File: src/rtl/esquema_final_pkg.sv
// Shared types and default constants for the esquema_final ATM controller.
// Build option: ESQUEMA_LOCKOUT_EN adds a failed-login lockout state.
package esquema_final_pkg;

  typedef enum logic [1:0] {
    IDLE    = 2'd0,
    SESSION = 2'd1,
    LOCKED  = 2'd2
  } state_e;

  localparam logic [4:0] COD_OK_DEF     = 5'b10000;
  localparam logic [3:0] PIN_OK_DEF     = 4'b1001;
  localparam logic [3:0] SALDO_INIT_DEF = 4'd5;
  localparam logic [8:0] TIMEOUT_DEF    = 9'd300;

  localparam logic OP_DEP = 1'b0;
  localparam logic OP_WD  = 1'b1;

  localparam logic [1:0] FAIL_MAX = 2'd2;

endpackage

File: src/rtl/saldo_alu.sv
// Combinational balance update: deposit or withdraw VAL+Cin.
// A rejected operation returns the balance unchanged with rej_o set.
module saldo_alu
  import esquema_final_pkg::*;
(
  input  logic [3:0] saldo_i,
  input  logic [3:0] val_i,
  input  logic       cin_i,
  input  logic       op_i,
  output logic [3:0] saldo_o,
  output logic       rej_o
);

  logic [4:0] sum;
  logic [4:0] need;

  always_comb begin
    sum     = {1'b0, saldo_i} + {1'b0, val_i} + {4'd0, cin_i};
    need    = {1'b0, val_i} + {4'd0, cin_i};
    saldo_o = saldo_i;
    rej_o   = 1'b0;
    if (op_i == OP_DEP) begin
      if (sum[4]) begin
        rej_o = 1'b1;
      end else begin
        saldo_o = sum[3:0];
      end
    end else begin
      if (need > {1'b0, saldo_i}) begin
        rej_o = 1'b1;
      end else begin
        saldo_o = saldo_i - need[3:0];
      end
    end
  end

endmodule

File: src/rtl/esquema_final.sv
// ATM account controller: login FSM, session timer and balance registers.
// Build option: ESQUEMA_LOCKOUT_EN locks after three failed logins.
module esquema_final
  import esquema_final_pkg::*;
#(
  parameter logic [3:0] SALDO_INIT = SALDO_INIT_DEF,
  parameter logic [8:0] TIMEOUT    = TIMEOUT_DEF,
  parameter logic [4:0] COD_OK     = COD_OK_DEF,
  parameter logic [3:0] PIN_OK     = PIN_OK_DEF
) (
  input  logic       clk,
  input  logic       rst,
  input  logic       PIN0,
  input  logic       PIN1,
  input  logic       PIN2,
  input  logic       PIN3,
  input  logic       COD0,
  input  logic       COD1,
  input  logic       COD2,
  input  logic       COD3,
  input  logic       COD4,
  input  logic       ENABLE,
  input  logic       Seleciona,
  input  logic       SelecionaOpcoes,
  input  logic       VAL1,
  input  logic       VAL2,
  input  logic       VAL3,
  input  logic       VAL4,
  input  logic       Cin,
  output logic       Cout,
  output logic       SALDOecra1,
  output logic       SALDOecra2,
  output logic       SALDOecra3,
  output logic       SALDOecra4,
  output logic       VALecra1,
  output logic       VALecra2,
  output logic       VALecra3,
  output logic       VALecra4,
  output logic [8:0] Tempo,
  output logic       saidaComparador
);

  state_e     state_q, state_d;
  logic [3:0] saldo_q, saldo_d;
  logic [3:0] val_q, val_d;
  logic [8:0] tempo_q, tempo_d;
  logic       cout_q, cout_d;
  logic       auth_q, auth_d;
  logic       sel_q;
`ifdef ESQUEMA_LOCKOUT_EN
  logic [1:0] fail_q, fail_d;
`endif

  logic [4:0] cod;
  logic [3:0] pin;
  logic [3:0] val;
  logic       sel_rise;
  logic       match;
  logic [3:0] alu_saldo;
  logic       alu_rej;

  assign cod      = {COD4, COD3, COD2, COD1, COD0};
  assign pin      = {PIN3, PIN2, PIN1, PIN0};
  assign val      = {VAL4, VAL3, VAL2, VAL1};
  assign sel_rise = Seleciona & ~sel_q;
  assign match    = (cod == COD_OK) && (pin == PIN_OK);

  saldo_alu u_alu (
    .saldo_i (saldo_q),
    .val_i   (val),
    .cin_i   (Cin),
    .op_i    (SelecionaOpcoes),
    .saldo_o (alu_saldo),
    .rej_o   (alu_rej)
  );

  always_comb begin
    state_d = state_q;
    saldo_d = saldo_q;
    val_d   = val_q;
    tempo_d = tempo_q;
    cout_d  = cout_q;
    auth_d  = auth_q;
`ifdef ESQUEMA_LOCKOUT_EN
    fail_d  = fail_q;
`endif
    unique case (state_q)
      IDLE: begin
        tempo_d = '0;
        auth_d  = 1'b0;
        if (ENABLE && sel_rise) begin
          if (match) begin
            state_d = SESSION;
            auth_d  = 1'b1;
`ifdef ESQUEMA_LOCKOUT_EN
            fail_d  = '0;
`endif
          end else begin
`ifdef ESQUEMA_LOCKOUT_EN
            if (fail_q == FAIL_MAX) begin
              state_d = LOCKED;
              fail_d  = '0;
            end else begin
              fail_d = fail_q + 2'd1;
            end
`endif
          end
        end
      end
      SESSION: begin
        val_d = val;
        // Leaving the session wins over a same-cycle transaction.
        if (!ENABLE || (tempo_q == TIMEOUT - 9'd1)) begin
          state_d = IDLE;
          tempo_d = '0;
          auth_d  = 1'b0;
        end else if (sel_rise) begin
          saldo_d = alu_saldo;
          cout_d  = alu_rej;
          tempo_d = '0;
        end else begin
          tempo_d = tempo_q + 9'd1;
        end
      end
      default: begin
`ifdef ESQUEMA_LOCKOUT_EN
        state_d = LOCKED;
`else
        state_d = IDLE;
`endif
        tempo_d = '0;
        auth_d  = 1'b0;
      end
    endcase
  end

  always_ff @(posedge clk) begin
    if (rst) begin
      state_q <= IDLE;
      saldo_q <= SALDO_INIT;
      val_q   <= '0;
      tempo_q <= '0;
      cout_q  <= 1'b0;
      auth_q  <= 1'b0;
      sel_q   <= 1'b0;
`ifdef ESQUEMA_LOCKOUT_EN
      fail_q  <= '0;
`endif
    end else begin
      state_q <= state_d;
      saldo_q <= saldo_d;
      val_q   <= val_d;
      tempo_q <= tempo_d;
      cout_q  <= cout_d;
      auth_q  <= auth_d;
      sel_q   <= Seleciona;
`ifdef ESQUEMA_LOCKOUT_EN
      fail_q  <= fail_d;
`endif
    end
  end

  assign Cout            = cout_q;
  assign SALDOecra1      = saldo_q[0];
  assign SALDOecra2      = saldo_q[1];
  assign SALDOecra3      = saldo_q[2];
  assign SALDOecra4      = saldo_q[3];
  assign VALecra1        = val_q[0];
  assign VALecra2        = val_q[1];
  assign VALecra3        = val_q[2];
  assign VALecra4        = val_q[3];
  assign Tempo           = tempo_q;
  assign saidaComparador = auth_q;

endmodule

File: config.mk
export PLATFORM = sky130hd
export DESIGN_NAME = esquema_final
export DESIGN_NICKNAME = d
export VERILOG_FILES = /design/src/rtl/esquema_final_pkg.sv /design/src/rtl/saldo_alu.sv /design/src/rtl/esquema_final.sv
export SDC_FILE = /design/constraint.sdc
export NUM_CORES = 1
export LEC_CHECK = 0
export CAP_MARGIN = 20
export CORE_MARGIN = 2
export CORE_UTILIZATION = 45
export CTS_CLUSTER_SIZE = 8
export DETAILED_ROUTE_END_ITERATION = 8
export HOLD_SLACK_MARGIN = 0.08
export PLACE_DENSITY = 0.77
export REMOVE_ABC_BUFFERS = 1
export SLEW_MARGIN = 0
export SYNTH_ARGS = -nofsm -noshare
export SYNTH_HDL_FRONTEND = slang
export SYNTH_HIERARCHICAL = 1
export SYNTH_SLANG_ARGS = --single-unit
File: constraint.sdc
create_clock -name clk -period 5.1 [get_ports clk]
set_input_delay 1.02 -clock clk [delete_from_list [all_inputs] [get_ports clk]]
set_output_delay 1.02 -clock clk [all_outputs]
set_load 0.02 [all_outputs]
==> results.py, run 1 <==
metrics = {
    "hold_path": {
        "min_from": "saidaComparador",
        "hold_class": "flop to flop",
    },
    "logic_synthesis": {
        "synth_commonest_cells": "dfxtp_1, nor2_1, ha_1, inv_1, mux2i_1",
        "synthFlopType": "dfxtp_1",
        "synth_edf_count": 0,
        "ys_seq_area_frac": 0.2984,
        "syn_area_per_cell_um2": 9.089,
        "ys_ff_latch": 21,
        "yosys.cell_count.top_type": "dfxtp_1",
        "netlist_top_cells_area": "dfxtp_1, ha_1, mux2i_1",
        "async_reset_ff_frac": 0,
        "synthCells": 155,
        "synth_top_cell_by_area": "dfxtp_1",
        "ys_warn_count": 6,
        "netlist.area_leader.share": 0.2984,
        "ys_types": 39,
        "syn_area_mm2": 0.001409,
    },
    "setup_path": {
        "crit_end": "saldo_q[3]",
        "endpoint_kind": "flop",
        "worst-path-max-fanout": 5,
        "startpoint": "VAL1",
        "worstReg2RegEnd": "saldo_q[3]",
        "regToRegSetupSlack_ps": 2590,
        "start_kind": "input port",
        "r2r_start": "saldo_q[0]",
        "cp.arrival_ps": 3530,
        "cp_data_required_time_ps": 5290,
        "r2r_cells": 9,
        "crit_type": "input port to flop",
    },
    "power_and_ir_drop": {
        "swShare": 0.2655,
        "p_comb_frac": 0.216,
        "switching_power_uw": 83.26,
        "power_frac_seq": 0.526,
        "total_leakage_power_nw": 0.6923,
        "ir_drop_v": 0.0001646,
        "intPower_uw": 230.4,
        "power_density_mw_per_mm2": 172.5,
        "clockPowerShare": 0.258,
    },
    "clocking": {
        "clk_path_buf_depth": 2,
        "cts_tree": "built",
        "clock_latency_ps": 300,
        "numCtsBuffers": 3,
        "cts-resized-gates": 0,
        "clock-sinks": 21,
        "post-cts-setup-buffers": 0,
        "clk_transition_reported_paths_ps": 120,
        "cts_max_level": 1,
        "cts-root-buf": "clkbuf_4",
        "ctsHoldBuffers": 0,
    },
    "grt": {
        "grt_pass1_vias": 1349,
        "grt_overflow_total": 0,
        "antenna_found_initial": 0,
        "gr-usage-all-layers": 0.2174,
        "grt_max_degree": 18,
        "grt_first_pass_wirelength_um": 5940,
    },
    "route": {
        "wl_um": 3393,
        "ant_nets": 0,
        "post-route-drc-count": 0,
        "drt-pass1-iter-count": 4,
        "initialDrtViolationCount": 47,
        "via_per_inst": 5.509,
        "wl_per_cell_um": 15.01,
        "route.vias.total": 1245,
    },
    "job": {
        "drv_cap": 0,
    },
    "sta": {
        "setup_tns_ps": 0,
        "tightest_slew_ps": 505.8,
        "skew_ps": 1.064,
        "timing.fmax_ghz": 0.2991,
        "hold_viol_final": 0,
        "worst_hold_slack_ps": 476.1,
        "min_period_ps": 3343,
        "drv_slew": 0,
        "period_share": 0.6555,
        "max_slew_margin": 0.6617,
        "finalSetupViolCount": 0,
        "rsz0062_at_grt": "no",
    },
    "placed_design": {
        "dpl.hpwl_um": 2762,
        "globalplace.congestion": 0.8350,
        "io_buffers": 37,
    },
    "layout": {
        "nets": 229,
        "area_delta_synth_final_pct": 29.04,
        "drive_gt1_frac": 0.06218,
        "n_antenna_cell": 0,
        "n_fill_cell": 273,
    },
    "die": {
        "die_area_mm2": 0.003595,
        "fp.coreArea_mm2": 0.003003,
        "start_util": 0.4692,
        "fp.dieH_um": 59.96,
        "row_count": 20,
        "die_x_um": 59.96,
        "ios": 38,
    },
    "outcome": {
        "outcome": "completed",
    },
}
==> through the flow <==
stage,util,setup slack (ps),std cells,cell area (um2),total power [mW]
2_1_floorplan,-,2162,152,1380,0.2086
3_3_place_gp,0.5967,1552,222,1792,0.2345
3_5_place_dp,0.5967,1451,222,1792,0.2359
4_1_cts,0.6054,1779,226,1818,0.3180
6_report,0.6054,1757,226,1818,0.3136
5_1_grt,0.6054,1649,226,1818,0.3301
==> metal layers <==
layer	vias to the layer above	GRT usage	wire, um
met1	589	0.2623	1439
met3	7	0.03463	106
met4	0	0.06667	53
met2	31	0.3913	1795
met5	-	0	0
li1	618	-	-
==> worst min-delay path by stage <==
stage | endpoint | depth (start not counted)
2_1_floorplan | Tempo[0] | 1
3_3_place_gp | saidaComparador | 2
3_5_place_dp | saidaComparador | 2
4_1_cts | saidaComparador | 2
5_1_grt | Tempo[0] | 1
6_report | saidaComparador | 2
==> layout make-up <==
type,instances,area (um2),share of cell area
Clock buffer,4,26.28,0.01445
Inverter,12,45.04,0.02478
Timing Repair Buffer,37,370.4,0.2037
Multi-Input combinational cell,119,914.6,0.5031
Sequential cell,21,420.4,0.2312
Tap cell,33,41.29,0.02271
==> critical path, cell delays in order <==
cell and delay, ps:
clkdlybuf4s50_1 480, ha_1 250, ha_1 220, xor2_1 160, ha_1 370, o21ai_2 150
a21oi_2 50, o21ai_2 230, o21ai_4 100, a221o_1 360, nand2b_1 70, mux2i_1 70
==> flip-flops by register name (all words and copies together), names as in the netlist <==
name,count
Cout,1
Tempo,9
saidaComparador,1
saldo_q,4
sel_q,1
state_q,1
val_q,4
==> cell usage in the layout, fill, tap and decap left out, types with 2 or more instances in the layout <==
cell              n
nor4bb_1          2
nand3_1           7
a21oi_1           9
dfxtp_1          21
fa_1              3
clkbuf_4          3
o21ai_0           6
or3_1             4
xor2_1            4
a21oi_2           2
xnor2_1           5
clkdlybuf4s50_1  37
inv_1            12
nand2_1           4
ha_1             13
nand4_1           3
o21ai_2           2
nor2_1           17
nand2b_1          9
a21o_1            2
mux2i_1          10
==> cell families after synthesis <==
kind of cell | synth area share
AOI/OAI and AO/OA | 0.1430
xor gates and xnor gates | 0.05595
adders and majority gates | 0.1581
buffers and inverters | 0.05239
DFF | 0.2984
muxes | 0.07105
and+or+nand+nor | 0.2211
==> power by group through the flow <==
| stage | logic (mW) | registers, mW | clock network [mW] |
|---|---|---|---|
| after floorplan | 0.0402 | 0.168 | 0 |
| after global placement | 0.0661 | 0.168 | 0 |
| after detailed placement | 0.0674 | 0.169 | 0 |
| after CTS | 0.0680 | 0.165 | 0.0851 |
| after global routing | 0.0755 | 0.165 | 0.0896 |
| final | 0.0678 | 0.165 | 0.0810 |
No activity file was read; power rests on OpenSTA's default activity.
==> run 2, diff against run 1 <==
clock period = 3.3 ns   (was 5.1 ns; I/O delays follow)
==> run 2 against run 1 <==
  * Die area is the same
  * Cell count unchanged
  * Register-to-register slack worse by 1800 ps
  * Via count shrank 1.2%
  * Power rose by 53%
  * Count of clock-buffer cells in the layout unchanged
==> results.py, run 2 (synthesis gave the netlist of run 1 again) <==
metrics = {
    "outcome": {
        "outcome": "completed",
    },
    "route": {
        "drt-pass1-iter-count": 4,
        "ant_nets": 0,
        "route.vias.total": 1230,
        "wl_per_cell_um": 14.50,
        "initialDrtViolationCount": 30,
        "wl_um": 3278,
        "via_per_inst": 5.442,
        "post-route-drc-count": 0,
    },
    "clocking": {
        "cts-resized-gates": 0,
        "cts_max_level": 1,
        "clock_latency_ps": 290,
        "clk_transition_reported_paths_ps": 110,
        "ctsHoldBuffers": 0,
        "clk_path_buf_depth": 2,
        "cts_tree": "built",
        "cts-root-buf": "clkbuf_4",
        "clock-sinks": 21,
        "post-cts-setup-buffers": 0,
        "numCtsBuffers": 3,
    },
    "power_and_ir_drop": {
        "power_density_mw_per_mm2": 263.7,
        "ir_drop_v": 0.0001685,
        "total_leakage_power_nw": 0.6923,
    },
    "grt": {
        "grt_overflow_total": 0,
        "antenna_found_initial": 0,
        "gr-usage-all-layers": 0.2039,
        "grt_max_degree": 18,
        "grt_first_pass_wirelength_um": 5540,
        "grt_pass1_vias": 1242,
    },
    "layout": {
        "drive_gt1_frac": 0.06218,
        "layout_common_cells": "clkdlybuf4s50_1, dfxtp_1, nor2_1",
        "nets": 229,
        "area_delta_synth_final_pct": 29.04,
        "n_antenna_cell": 0,
        "final_common_cell": "clkdlybuf4s50_1",
        "n_fill_cell": 288,
        "final_area_mm2": 0.001818,
        "seq_area_um2": 420.4,
        "largest_reg_flops": 9,
        "multi_input_area_um2": 914.6,
    },
    "placed_design": {
        "dpl.hpwl_um": 2672,
        "globalplace.congestion": 0.8375,
        "io_buffers": 37,
        "dpl_cell_area_mm2": 0.001792,
    },
    "sta": {
        "finalSetupViolCount": 0,
        "max_slew_margin": 0.6443,
        "period_share": 0.9008,
        "setup_tns_ps": 0,
        "timing.fmax_ghz": 0.3364,
        "drv_slew": 0,
        "hold_viol_final": 0,
        "rsz0062_at_grt": "no",
        "tightest_slew_ps": 532.0,
        "skew_ps": 1.437,
        "min_period_ps": 2973,
    },
    "setup_path": {
        "path_cells": "clkdlybuf4s50_1 > ha_1 > ha_1 > xor2_1 > ha_1 > o21ai_2 > a21oi_2 > o21ai_2 > o21ai_4 > a221o_1 > nand2b_1 > mux2i_1",
        "cpPeakStageDelay_ps": 480,
        "crit_type": "input port to flop",
        "cp_top_family": "compound AO/OA/AOI/OAI gates",
        "start_kind": "input port",
        "cp_slowest_cell": "clkdlybuf4s50_1",
        "endpoint_kind": "flop",
        "cp.arrival_ps": 3160,
        "cp_data_required_time_ps": 3490,
        "crit_top_cell": "ha_1",
        "path_buf_inv": 1,
        "worst-path-max-fanout": 5,
    },
    "die": {
        "row_count": 20,
        "die_area_mm2": 0.003595,
        "start_util": 0.4692,
        "fp.dieH_um": 59.96,
        "fp.coreArea_mm2": 0.003003,
        "die_x_um": 59.96,
        "ios": 38,
    },
    "job": {
        "drv_cap": 0,
    },
    "hold_path": {
        "hold_class": "flop to flop",
    },
}
[run 2: stage by stage]
step / worst slack, ps / power (mW) / util / hold slack, ps / instances
floorplan: 722.5 / 0.3223 / - / 529.6 / 152
global placement: 113.1 / 0.3624 / 0.5967 / 458.6 / 222
detailed placement: 21.16 / 0.3634 / 0.5967 / 460.5 / 222
CTS: 348.5 / 0.4863 / 0.6054 / 481.9 / 226
global route: 199.2 / 0.5092 / 0.6054 / 493.4 / 226
finish: 327.5 / 0.4795 / 0.6054 / 478.1 / 226
[run 2: metal layers]
layer  up-vias  share of wire  GRT usage
met5         -              0          0
met4         0          0.011    0.06032
met3         4          0.035    0.02597
met2        26           0.50     0.3665
met1       582           0.45     0.2513
li1        618              -          -
[run 2: path summary, 6_finish.rpt]
check,cells past startpoint,from,endpoint,slack (ps)
worst max-delay path,12,VAL1,saldo_q[3],330
worst min-delay path,2,saidaComparador,saidaComparador,480
worst max register to register,9,saldo_q[0],saldo_q[3],810
worst min register to register,2,saidaComparador,saidaComparador,480
[run 2: layout make-up]
cell class | count | share of cell area
clock buffer | 4 | 0.01445
inverter | 12 | 0.02478
multi-input combinational | 119 | 0.5031
sequential | 21 | 0.2312
tap | 33 | 0.02271
timing repair buffer | 37 | 0.2037
[run 2: power breakdown]
group	internal [mW]	switching (mW)	total, mW
logic	0.0545	0.0492	0.104
registers	0.254	0.000678	0.255
clock network	0.0470	0.0741	0.121
total	0.356	0.124	0.479
[run 2: worst reg2reg max path: stages, from the launching register on]
cell      delay [ps]
dfxtp_1          400
fa_1             490
fa_1             420
a21o_1           190
a21oi_2          150
or2_4            160
o21ai_4           70
a221o_1          350
nand2b_1          70
mux2i_1           60
